==> src/rtl/bf_pkg.sv <==
// Shared constants for the Brainfuck program memory: opcodes, loader error codes
// and the loader state encoding.
package bf_pkg;

    // 4-bit opcodes stored in program memory and decoded by the control FSM
    localparam logic [3:0] OP_LT    = 4'h0;
    localparam logic [3:0] OP_GT    = 4'h1;
    localparam logic [3:0] OP_INC   = 4'h2;
    localparam logic [3:0] OP_DEC   = 4'h3;
    localparam logic [3:0] OP_OPEN  = 4'h4;
    localparam logic [3:0] OP_CLOSE = 4'h5;
    localparam logic [3:0] OP_OUT   = 4'h6;
    localparam logic [3:0] OP_IN    = 4'h7;
    localparam logic [3:0] OP_STOP  = 4'hF;

    // Loader abort reasons
    localparam logic [1:0] ERR_NONE  = 2'd0;
    localparam logic [1:0] ERR_CLOSE = 2'd1;
    localparam logic [1:0] ERR_OVF   = 2'd2;
    localparam logic [1:0] ERR_OPEN  = 2'd3;

    typedef enum logic [2:0] {
        LD_IDLE,
        LD_ACCEPT,
        LD_WRITE_STOP,
        LD_DONE,
        LD_ERR
    } ld_state_e;

endpackage

==> src/rtl/bf_char_encoder.sv <==
// Maps an ASCII source byte to a program opcode; any non-command byte is a comment.
module bf_char_encoder
    import bf_pkg::*;
(
    input  logic [7:0] char_i,
    output logic       is_cmd_o,
    output logic [3:0] opcode_o
);

    // Table lookup of the eight command characters
    always_comb begin
        is_cmd_o = 1'b1;
        opcode_o = OP_STOP;
        case (char_i)
            8'h3C:   opcode_o = OP_LT;    // '<'
            8'h3E:   opcode_o = OP_GT;    // '>'
            8'h2B:   opcode_o = OP_INC;   // '+'
            8'h2D:   opcode_o = OP_DEC;   // '-'
            8'h5B:   opcode_o = OP_OPEN;  // '['
            8'h5D:   opcode_o = OP_CLOSE; // ']'
            8'h2E:   opcode_o = OP_OUT;   // '.'
            8'h2C:   opcode_o = OP_IN;    // ','
            default: is_cmd_o = 1'b0;
        endcase
    end

endmodule

==> src/rtl/bf_program_loader.sv <==
// Writer side of the Brainfuck program memory: filters and encodes an ASCII
// source stream, checks bracket balance and appends the stop opcode.
module bf_program_loader
    import bf_pkg::*;
#(
    parameter int unsigned ADDR_W = 8
) (
    input  logic              clk,
    input  logic              reset,
    input  logic              start,
    input  logic [7:0]        char_in,
    input  logic              char_valid,
    output logic              char_ready,
    input  logic              eof,
    output logic              prog_we,
    output logic [ADDR_W-1:0] prog_addr,
    output logic [3:0]        prog_data,
    output logic              busy,
    output logic              done,
    output logic              error,
    output logic [1:0]        error_code,
    output logic [ADDR_W:0]   prog_len
);

    localparam logic [ADDR_W-1:0] LAST_ADDR = '1;
    localparam logic [ADDR_W-1:0] ADDR_ONE  = ADDR_W'(1);
    localparam logic [ADDR_W:0]   CNT_ONE   = (ADDR_W+1)'(1);

    ld_state_e         state_q, state_d;
    logic [ADDR_W-1:0] addr_q, addr_d;
    logic [ADDR_W:0]   depth_q, depth_d;
    logic [ADDR_W:0]   len_q, len_d;
    logic [1:0]        code_q, code_d;
    logic              we_q, we_d;
    logic [ADDR_W-1:0] waddr_q, waddr_d;
    logic [3:0]        wdata_q, wdata_d;

    logic              is_cmd;
    logic [3:0]        opcode;
    logic              char_err;
    logic [ADDR_W:0]   depth_upd;

    bf_char_encoder u_enc (
        .char_i   (char_in),
        .is_cmd_o (is_cmd),
        .opcode_o (opcode)
    );

    // State register
    always_ff @(posedge clk or posedge reset) begin
        if (reset) state_q <= LD_IDLE;
        else       state_q <= state_d;
    end

    // Counters and the registered write port
    always_ff @(posedge clk or posedge reset) begin
        if (reset) begin
            addr_q  <= '0;
            depth_q <= '0;
            len_q   <= '0;
            code_q  <= ERR_NONE;
            we_q    <= 1'b0;
            waddr_q <= '0;
            wdata_q <= '0;
        end else begin
            addr_q  <= addr_d;
            depth_q <= depth_d;
            len_q   <= len_d;
            code_q  <= code_d;
            we_q    <= we_d;
            waddr_q <= waddr_d;
            wdata_q <= wdata_d;
        end
    end

    // Next state and datapath: the accepted character is resolved first, then
    // eof is judged against the depth that character leaves behind.
    always_comb begin
        state_d   = state_q;
        addr_d    = addr_q;
        depth_d   = depth_q;
        len_d     = len_q;
        code_d    = code_q;
        we_d      = 1'b0;
        waddr_d   = waddr_q;
        wdata_d   = wdata_q;
        char_err  = 1'b0;
        depth_upd = depth_q;
        if (start) begin
            state_d = LD_ACCEPT;
            addr_d  = '0;
            depth_d = '0;
            len_d   = '0;
            code_d  = ERR_NONE;
        end else begin
            case (state_q)
                LD_ACCEPT: begin
                    if (char_valid && is_cmd) begin
                        if (opcode == OP_CLOSE && depth_q == '0) begin
                            state_d  = LD_ERR;
                            code_d   = ERR_CLOSE;
                            char_err = 1'b1;
                        end else if (addr_q == LAST_ADDR) begin
                            state_d  = LD_ERR;
                            code_d   = ERR_OVF;
                            char_err = 1'b1;
                        end else begin
                            we_d    = 1'b1;
                            waddr_d = addr_q;
                            wdata_d = opcode;
                            addr_d  = addr_q + ADDR_ONE;
                            len_d   = len_q + CNT_ONE;
                            if (opcode == OP_OPEN)
                                depth_upd = depth_q + CNT_ONE;
                            else if (opcode == OP_CLOSE)
                                depth_upd = depth_q - CNT_ONE;
                        end
                    end
                    depth_d = depth_upd;
                    if (eof && !char_err) begin
                        if (depth_upd != '0) begin
                            state_d = LD_ERR;
                            code_d  = ERR_OPEN;
                        end else begin
                            state_d = LD_WRITE_STOP;
                        end
                    end
                end
                LD_WRITE_STOP: begin
                    we_d    = 1'b1;
                    waddr_d = addr_q;
                    wdata_d = OP_STOP;
                    state_d = LD_DONE;
                end
                default: ;
            endcase
        end
    end

    // Status outputs decoded from the current state
    always_comb begin
        char_ready = (state_q == LD_ACCEPT);
        busy       = (state_q == LD_ACCEPT) || (state_q == LD_WRITE_STOP);
        done       = (state_q == LD_DONE);
        error      = (state_q == LD_ERR);
    end

    assign prog_we    = we_q;
    assign prog_addr  = waddr_q;
    assign prog_data  = wdata_q;
    assign error_code = code_q;
    assign prog_len   = len_q;

endmodule

==> config.mk <==
export PLATFORM = sky130hd
export DESIGN_NAME = bf_program_loader
export DESIGN_NICKNAME = d
export VERILOG_FILES = /design/src/rtl/bf_pkg.sv /design/src/rtl/bf_char_encoder.sv /design/src/rtl/bf_program_loader.sv
export SDC_FILE = /design/constraint.sdc
export NUM_CORES = 1
export LEC_CHECK = 0
export BUFFER_PORTS_ARGS = -buffer_cell sky130_fd_sc_hd__buf_4
export CELL_PAD_IN_SITES_DETAIL_PLACEMENT = 0
export CELL_PAD_IN_SITES_GLOBAL_PLACEMENT = 1
export CORE_ASPECT_RATIO = 1.5
export CORE_UTILIZATION = 35
export DETAILED_ROUTE_END_ITERATION = 8
export PLACE_DENSITY_LB_ADDON = 0.12
export SKIP_LAST_GASP = 1
export SYNTH_ARGS = -nofsm -noshare
export SYNTH_HDL_FRONTEND = slang
export SYNTH_SLANG_ARGS = --single-unit
==> constraint.sdc <==
create_clock -name clk -period 2.7 [get_ports clk]
set_input_delay 0.54 -clock clk [delete_from_list [all_inputs] [get_ports clk]]
set_output_delay 0.54 -clock clk [all_outputs]
set_load 0.005 [all_outputs]
==> results of run 1 <==
## worst register-to-register path, cell delays in order (launching register included)
cell	delay [ns]
dfrtp_1	0.41
inv_2	0.09
ha_4	0.14
or4b_4	0.46
nand2b_4	0.17
or4_4	0.44
nand2_4	0.10
a22oi_2	0.08
o22a_1	0.22
nor4_4	0.39
o32ai_1	0.13
## power by group through the flow
stage	registers [mW]	logic, mW	clock network (mW)
floorplan	0.738	0.167	0
global placement	0.745	0.363	0
detailed placement	0.745	0.366	0
CTS	0.733	0.370	0.577
global route	0.737	0.406	0.602
finish	0.730	0.372	0.555
## layout make-up
| type | count | area, sq um | area share (%) |
|---|---|---|---|
| multi-input cells | 229 | 1630 | 42.5 |
| flip-flops and latches | 44 | 1100 | 28.8 |
| repair buffers | 108 | 811 | 21.2 |
| well taps | 100 | 125 | 3.27 |
| clock buffers | 6 | 82.6 | 2.16 |
| inverters | 12 | 45.0 | 1.18 |
| clock inverters | 2 | 38.8 | 1.01 |
## sequential cells by signal (all words and copies together) (netlist names)
name,flops
prog_len,9
state_q,3
prog_data,4
addr_q,8
error_code,2
prog_addr,8
depth_q,9
prog_we,1
## layout by cell type, fill, tap and decap left out, types with 2 or more instances in the layout
cell type and count:
a21o_1 2, o211ai_1 3, nand2b_1 4, nand3_1 10, dfrtp_1 44, and2_1 4
a21oi_1 7, nand2_1 16, o32ai_1 2, and4_1 5, xnor2_1 8, a211oi_2 4
inv_1 9, o31ai_1 3, a31oi_1 6, ha_1 3, mux2_2 9, mux2i_1 4
nor3_2 2, inv_2 2, xor2_1 15, nand4_1 8, or3_1 4, o21ai_0 8
clkbuf_8 6, nor3_1 9, nor2_1 45, nand3b_1 5, nand3_2 2, a21boi_0 2
and3_1 6, buf_4 108
## final timing paths
check                      depth (start not counted)  slack, ns                         to                     start
hold reg to reg                                    1       0.51   prog_addr[0]$_DFFE_PP0P_  prog_addr[0]$_DFFE_PP0P_
max in group asynchronous                          3       1.79     depth_q[6]$_DFFE_PP0P_                     reset
setup / recovery                                  10      -0.04  error_code[0]$_DFFE_PP0P_    depth_q[1]$_DFFE_PP0P_
setup reg to reg                                  10      -0.04  error_code[0]$_DFFE_PP0P_    depth_q[1]$_DFFE_PP0P_
hold / removal                                     2       0.30    prog_len[7]$_DFFE_PP0P_                     reset
min in group clk                                   1       0.51   prog_addr[0]$_DFFE_PP0P_  prog_addr[0]$_DFFE_PP0P_
## layer usage
layer | wire length (microns) | part of all wire, % | GRT usage [%] | up-vias
met3 | 194 | 2.4 | 3.02 | 14
met2 | 4260 | 53 | 39.2 | 50
met5 | 0 | 0 | 0 | -
met4 | 205 | 2.6 | 9.62 | 0
li1 | - | - | - | 1271
met1 | 3360 | 42 | 24.8 | 1290
## repair_timing
action                                  4_1_cts  5_1_grt
resized for setup                             4       12
endpoints found under the setup margin       16       21
buffers inserted                              3        4
pin swaps                                     3        5
## metrics by stage
stage                     instance area, sq um  cells  hold slack (ns)  setup TNS (ns)  utilization, %
final                                     3830    501            0.305          -0.100            52.0
after global routing                      3830    501            0.358          -0.821            52.0
after CTS                                 3750    497            0.321         -0.0455            51.0
after detailed placement                  3590    486            0.497           -6.57            48.7
after global placement                    3590    486            0.495           -5.66            48.7
after floorplan                           2770    300            0.505        -0.00695               -
## cell families (layout without fill, tap and decap cells)
| family | after synthesis | count (layout) |
|---|---|---|
| compound gates | 53 | 53 |
| simple gates | 136 | 136 |
| xor+xnor | 23 | 23 |
| buf+inv | 27 | 128 |
| flops | 44 | 44 |
| fa+ha+maj | 4 | 4 |
| mux | 13 | 13 |
==> results.yml, run 1 <==
run_status:
  status: "finished, violations left"
  violations: "setup timing"
synth:
  synth_edf_count: 0
  synthFlopType: "dfrtp_1"
  synth_xor_xnor_area_share_pct: 7.47
  ys_seq_elements: 44
  synthTopCellsByCount: "nor2_1 (45), dfrtp_1 (44), nand2_1 (18)"
  netlist.area_leader.share_pct: 40.8
  yosys.area.top_type: "dfrtp_1"
  seq_area_frac_synth_pct: 40.8
  syn_nets: 317
  synthAdderAreaFrac_pct: 1.86
  synthesis.area_sq_um: 2700
  synth_mux_area_share_pct: 5.24
  async_reset_ff_share_pct: 100
  synthDistinctLibCells: 55
  synth_area_leaders: "dfrtp_1 (41%), nor2_1 (6.3%), xor2_1 (4.9%)"
  syn_area_per_cell_sq_um: 8.99
  synth_top_family_by_area: "simple AND/OR/NAND/NOR gates"
  yosysWarningCount: 0
  yosys.area_share.simple_pct: 26.3
  synth_most_common_cell: "nor2_1"
  synth_compound_area_share_pct: 14.2
  syn_inst: 300
layout:
  drive_gt1_share_pct: 38.2
  fill_cells: 727
  finalNetCount: 417
  antenna_cells: 0
  syn2layout_area_growth_pct: 41.9
critical_path:
  worstPathRequired_ns: 2.87
  cp_top_family: "simple AND/OR/NAND/NOR gates"
  critical-path-max-stage-delay_ns: 0.46
  arrival_ns: 2.91
  timing.critical_path.slowest_stage_cell: "or4b_4"
  cp_max_fo: 4
  path_buf_inv: 1
  crit_path_start_kind: "flop"
  worst_setup_path_end_kind: "flop"
  critical_path.cell_chain: "inv_2, ha_4, or4b_4, nand2b_4, or4_4, nand2_4, a22oi_2, o22a_1, nor4_4, o32ai_1"
  crit_type: "reg -> reg"
timing:
  fmax_mhz: 365
  rsz0062_at_grt: "yes"
  maxSlewHeadroom_pct: 42.6
  drv_slew: 0
  period_minus_slack_ns: 2.74
  finalSetupViolations: 4
  min_period_over_period_pct: 101
  tightest_slew_ns: 0.856
  final_hold_viol_count: 0
  finalClockSkew_ns: 0.00763
  setup_slack_ns: -0.0373
detailed_routing:
  drt_iter0_markers: 163
  drt-wirelength-per-cell_microns: 16.0
  dr.pass1.iters: 4
  viasPerCell: 5.24
  routed_wl_microns: 8020
  num_vias: 2625
  ant_nets: 0
  drc: 0
floorplan:
  std_cell_rows: 38
  die_w_microns: 73.7
  dieArea_sq_um: 8070
  die_h_microns: 110
  initial_utilization_pct: 36.6
  io_pins: 41
  core_area_sq_um: 7370
power_and_ir_drop:
  leakagePower_nw: 1.79
  p_int_mw: 1.18
  switchingPower_mw: 0.472
  finalPower_mw: 1.66
  swShare_pct: 28.5
  ir_drop_mv: 0.324
  combPwrFrac_pct: 22.4
  powerDensity_nw_per_um2: 433
  seq_power_share_pct: 44.1
  p_clk_share_pct: 33.5
cts:
  cts_inserted_buffers: 5
  clock-sinks: 44
  root_buffer: "clkbuf_8"
  htreeDepth: 2
  cts_tree: "built"
  clkTransAtPathRegs_ns: 0.09
  cts_hold_buf: 0
  cts_buffer_depth: 2
  worstSkewPairLatency_ns: 0.30
grt:
  first_global_vias: 2704
  grt_start_max_net_pins: 33
  grt.overflow.total: 0
  track_usage_pct: 21.6
  grt_pass1_wl_microns: 13100
  antenna_found_initial: 0
placed_design:
  io_buffer_count: 40
  pre_cts_ws_ns: -0.358
  dp_hpwl_microns: 5940
  gp_congestion: 0.848
min_path:
  min_path_type: "in -> async"
job:
  cap_violations: 0
Note: power is estimated with default switching activity, not from simulation.
==> inputs of run 2 (changes only) <==
Settings changed: CTS_BUF_LIST from default to sky130_fd_sc_hd__clkbuf_16.
==> results.yml, run 2 (synthesis results as in run 1) <==
detailed_routing:
  highest_layer: "met4"
  num_vias: 2640
  drt_iter0_markers: 158
  drt-met1-wl_microns: 3320
  viasPerCell: 5.27
  dr.pass1.iters: 4
  routed_wl_microns: 8060
  drc: 0
  wl_met2_microns: 4230
  ant_nets: 0
  wl_met3_microns: 233
  drt-wirelength-per-cell_microns: 16.1
cts:
  root_buffer: "clkbuf_16"
  clock-sinks: 44
  cts_buffer_depth: 2
  cts_inserted_buffers: 5
  cts_tree: "built"
  htreeDepth: 2
  worstSkewPairLatency_ns: 0.29
  clkTransAtPathRegs_ns: 0.07
  cts_hold_buf: 0
timing:
  finalClockSkew_ns: 0.00546
  min_period_over_period_pct: 103
  rsz0062_at_grt: "yes"
  tightest_slew_ns: 0.863
  fmax_mhz: 361
  maxSlewHeadroom_pct: 42.1
  final_hold_viol_count: 0
  drv_slew: 0
  finalSetupViolations: 4
  hold_slack_ns: 0.326
  period_minus_slack_ns: 2.77
  setup_slack_ns: -0.0733
critical_path:
  rr_worst_depth: 10
  cp_max_fo: 4
  rr_endpoint: "error_code[0]$_DFFE_PP0P_"
  crit_path_start_kind: "flop"
  path_buf_inv: 1
  worst_setup_path_end_kind: "flop"
  critical-path-max-stage-delay_ns: 0.46
  cp_top_family: "simple AND/OR/NAND/NOR gates"
  critical_path.cell_chain: "inv_2, ha_4, or4b_4, nand2b_4, or4_4, nand2_4, a22oi_2, o22a_1, nor4_4, o32ai_1"
  reg2reg_from: "depth_q[1]$_DFFE_PP0P_"
  r2r_slack_ns: -0.07
  worstPathRequired_ns: 2.85
  timing.critical_path.slowest_stage_cell: "or4b_4"
  arrival_ns: 2.93
  crit_type: "reg -> reg"
placed_design:
  io_buffer_count: 40
  dp.cells: 486
  dp_hpwl_microns: 5940
  gp_congestion: 0.848
  pre_cts_ws_ns: -0.358
power_and_ir_drop:
  ir_drop_mv: 0.395
  finalPower_mw: 1.81
  p_int_mw: 1.32
  p_clk_share_pct: 39.0
  leakagePower_nw: 1.82
  swShare_pct: 27.1
  switchingPower_mw: 0.489
  combPwrFrac_pct: 20.6
  seq_power_share_pct: 40.4
  powerDensity_nw_per_um2: 467
grt:
  grt.overflow.total: 0
  grt_start_max_net_pins: 33
  track_usage_pct: 21.7
  antenna_found_initial: 0
  grt_pass1_wl_microns: 13200
  first_global_vias: 2714
floorplan:
  io_pins: 41
  die_h_microns: 110
  initial_utilization_pct: 36.6
  std_cell_rows: 38
  dieArea_sq_um: 8070
  core_area_sq_um: 7370
  die_w_microns: 73.7
layout:
  antenna_cells: 0
  syn2layout_area_growth_pct: 43.6
  drive_gt1_share_pct: 37.7
  final_cell_count_no_fill: 501
  layout_common_cells: "buf_4 (108), nor2_1 (45), dfrtp_1 (44)"
  layout_commonest_cell: "buf_4"
  finalNetCount: 417
job:
  cap_violations: 0
run_status:
  status: "finished, violations left"
  violations: "setup timing"
min_path:
  min_path_type: "in -> async"
-- run 2: cell count changes in the layout (fill, tap and decap cells not counted), sizes merged --
cell,delta
clkinv,+1
clkbuf,-1
-- run 2: how the worst max path moves through the flow --
stage / slack [ns] / cells past startpoint / to / startpoint
after floorplan: -0.002 / 8 / error_code[0]$_DFFE_PP0P_ / char_in[5]
after global placement: -0.30 / 9 / error_code[0]$_DFFE_PP0P_ / char_in[7]
after detailed placement: -0.36 / 8 / prog_addr[1]$_DFFE_PP0P_ / char_in[4]
after CTS: -0.05 / 9 / error_code[1]$_DFFE_PP0P_ / char_in[4]
after global routing: -0.15 / 10 / error_code[0]$_DFFE_PP0P_ / depth_q[1]$_DFFE_PP0P_
final: -0.07 / 10 / error_code[0]$_DFFE_PP0P_ / depth_q[1]$_DFFE_PP0P_
-- run 2: cell type report --
| cell class | instances | area (sq um) |
|---|---|---|
| fill | 727 | 3500 |
| multi-input combinational | 229 | 1620 |
| sequential | 44 | 1100 |
| clock inverter | 3 | 42.5 |
| clock buffer | 5 | 125 |
| inverter | 12 | 45.0 |
| timing repair buffer | 108 | 811 |
| tap | 100 | 125 |
-- run 2: power groups by stage --
stage / Clock (mW) / Combinational, mW / Sequential (mW)
after floorplan: 0 / 0.167 / 0.738
after global routing: 0.753 / 0.408 / 0.737
after global placement: 0 / 0.363 / 0.745
after CTS: 0.728 / 0.371 / 0.733
final: 0.704 / 0.372 / 0.731
after detailed placement: 0 / 0.366 / 0.745
-- run 2: through the flow --
step,TNS (ns),area (sq um),utilization (%)
3_3_place_gp,-5.66,3590,48.7
4_1_cts,-0.0851,3800,51.6
3_5_place_dp,-6.57,3590,48.7
2_1_floorplan,-0.00695,2770,-
5_1_grt,-1.18,3870,52.6
6_report,-0.241,3870,52.6
-- run 2: timing repair --
action	in CTS	in global routing
buffers inserted	3	4
endpoints found under the setup margin	16	21
pin swaps	6	9
gates resized for setup	5	10
-- run 2: layer usage --
layer	up-vias	track usage (%)
met5	-	0
met1	1285	25.1
met2	57	39.4
met4	0	9.34
met3	21	2.75
li1	1277	-
==> inputs of run 3 (changes only) <==
Settings changed: CORE_ASPECT_RATIO 1.5 to default, TNS_END_PERCENT from default to 5.
==> results.yml, run 3 (synthesis results as in run 1) <==
detailed_routing:
  highest_layer: "met4"
  routed_wl_microns: 7030
  wl_met3_microns: 256
  dr.pass1.iters: 5
  drt-met1-wl_microns: 3360
  wl_met2_microns: 3330
  drt-wirelength-per-cell_microns: 14.4
  drc: 0
  drt_iter0_markers: 132
  num_vias: 2561
  ant_nets: 0
  viasPerCell: 5.26
cts:
  worstSkewPairLatency_ns: 0.29
  htreeDepth: 2
  cts_buffer_depth: 2
  cts_tree: "built"
  root_buffer: "clkbuf_16"
  cts_inserted_buffers: 5
  clkTransAtPathRegs_ns: 0.07
  clock-sinks: 44
  cts_hold_buf: 0
timing:
  hold_slack_ns: 0.281
  finalSetupViolations: 12
  fmax_mhz: 348
  rsz0062_at_grt: "yes"
  setup_slack_ns: -0.172
  min_period_over_period_pct: 106
  tightest_slew_ns: 0.707
  drv_slew: 0
  final.setup.tns_ns: -0.900
  final_hold_viol_count: 0
  finalClockSkew_ns: 0.00519
  period_minus_slack_ns: 2.87
  maxSlewHeadroom_pct: 52.6
grt:
  antenna_found_initial: 0
  grt_pass1_wl_microns: 11900
  track_usage_pct: 17.9
  grt.overflow.total: 0
  grt_start_max_net_pins: 33
  first_global_vias: 2502
critical_path:
  arrival_ns: 3.02
  rr_worst_depth: 10
  crit_path_start_kind: "flop"
  worstPathRequired_ns: 2.85
  worst_setup_path_end_kind: "flop"
  crit_type: "reg -> reg"
  cp_max_fo: 4
layout:
  layout_common_cells: "buf_4 (94), nor2_1 (45), dfrtp_1 (44)"
  syn2layout_area_growth_pct: 37.4
  multi_input_area_sq_um: 1560
  utilization_pct: 50.3
  drive_gt1_share_pct: 34.0
  fill_cells: 739
  register_area_sq_um: 1100
  layout_commonest_cell: "buf_4"
  antenna_cells: 0
  finalNetCount: 404
  final_cell_count_no_fill: 487
floorplan:
  io_pins: 41
  initial_utilization_pct: 36.6
  std_cell_rows: 31
  core_area_sq_um: 7370
  die_h_microns: 89.8
  die_w_microns: 89.8
  dieArea_sq_um: 8060
placed_design:
  dp_hpwl_microns: 5240
  dp.cells: 477
  gp_congestion: 0.815
  io_buffer_count: 40
power_and_ir_drop:
  ir_drop_mv: 0.323
  powerDensity_nw_per_um2: 461
  leakagePower_nw: 1.74
  finalPower_mw: 1.71
run_status:
  status: "finished, violations left"
  violations: "setup timing"
min_path:
  min_path_type: "in -> async"
job:
  cap_violations: 0
run 3: cell types whose count changed in the layout (fill, tap and decap cells not counted), sizes merged:
cell      previous run  this run
buf                108        95
bufinv               1         0
clkinv               3         1
clkinvlp             0         1
inv                 11        13
run 3: metrics by stage:
step / setup slack [ns] / area (sq um)
floorplan: -0.0492 / 2730
global placement: -0.354 / 3500
detailed placement: -0.373 / 3500
CTS: -0.164 / 3680
global route: -0.307 / 3710
finish: -0.172 / 3710
run 3: cell type report:
class	count	share of cell area, %
timing repair buffer	95	19.6
multi-input combinational	229	42.1
inverter	12	1.21
clock inverter	3	0.675
clock buffer	5	3.37
sequential	44	29.7
tap	99	3.34
run 3: power breakdown:
group          switching [mW]  internal, mW
sequential             0.0281         0.701
clock                   0.272         0.350
combinational           0.178         0.178
run 3: path summary, 6_finish.rpt:
path	startpoint	to	slack [ns]
worst max-delay path	depth_q[1]$_DFFE_PP0P_	error_code[0]$_DFFE_PP0P_	-0.17
worst min-delay path	reset	prog_len[8]$_DFFE_PP0P_	0.28
worst max register to register	depth_q[1]$_DFFE_PP0P_	error_code[0]$_DFFE_PP0P_	-0.17
worst min register to register	prog_addr[2]$_DFFE_PP0P_	prog_addr[2]$_DFFE_PP0P_	0.51
max in group asynchronous	reset	state_q[2]$_DFFE_PP0P_	1.83
min in group clk	prog_addr[2]$_DFFE_PP0P_	prog_addr[2]$_DFFE_PP0P_	0.51
run 3: worst max-delay path, cell delays in order, from the launching register on:
cell	delay (ns)
dfrtp_1	0.40
inv_2	0.08
ha_4	0.13
or4b_4	0.47
nand2b_4	0.18
or3_4	0.33
a211oi_2	0.23
o221a_1	0.21
o2111ai_2	0.14
nor4_4	0.43
o32ai_1	0.13
run 3: what timing repair did:
action / 4_1_cts / 5_1_grt
setup endpoints to repair: 20 / 34
buffers inserted: 2 / 0
pin swaps: 4 / 5
hold endpoints to repair: 0 / 0
resized for setup: 4 / 6
run 3: per-layer routing:
layer,track usage (%),up-vias
met5,0,-
met4,4.10,0
met2,29.7,76
met1,24.5,1222
met3,2.88,13
li1,-,1250
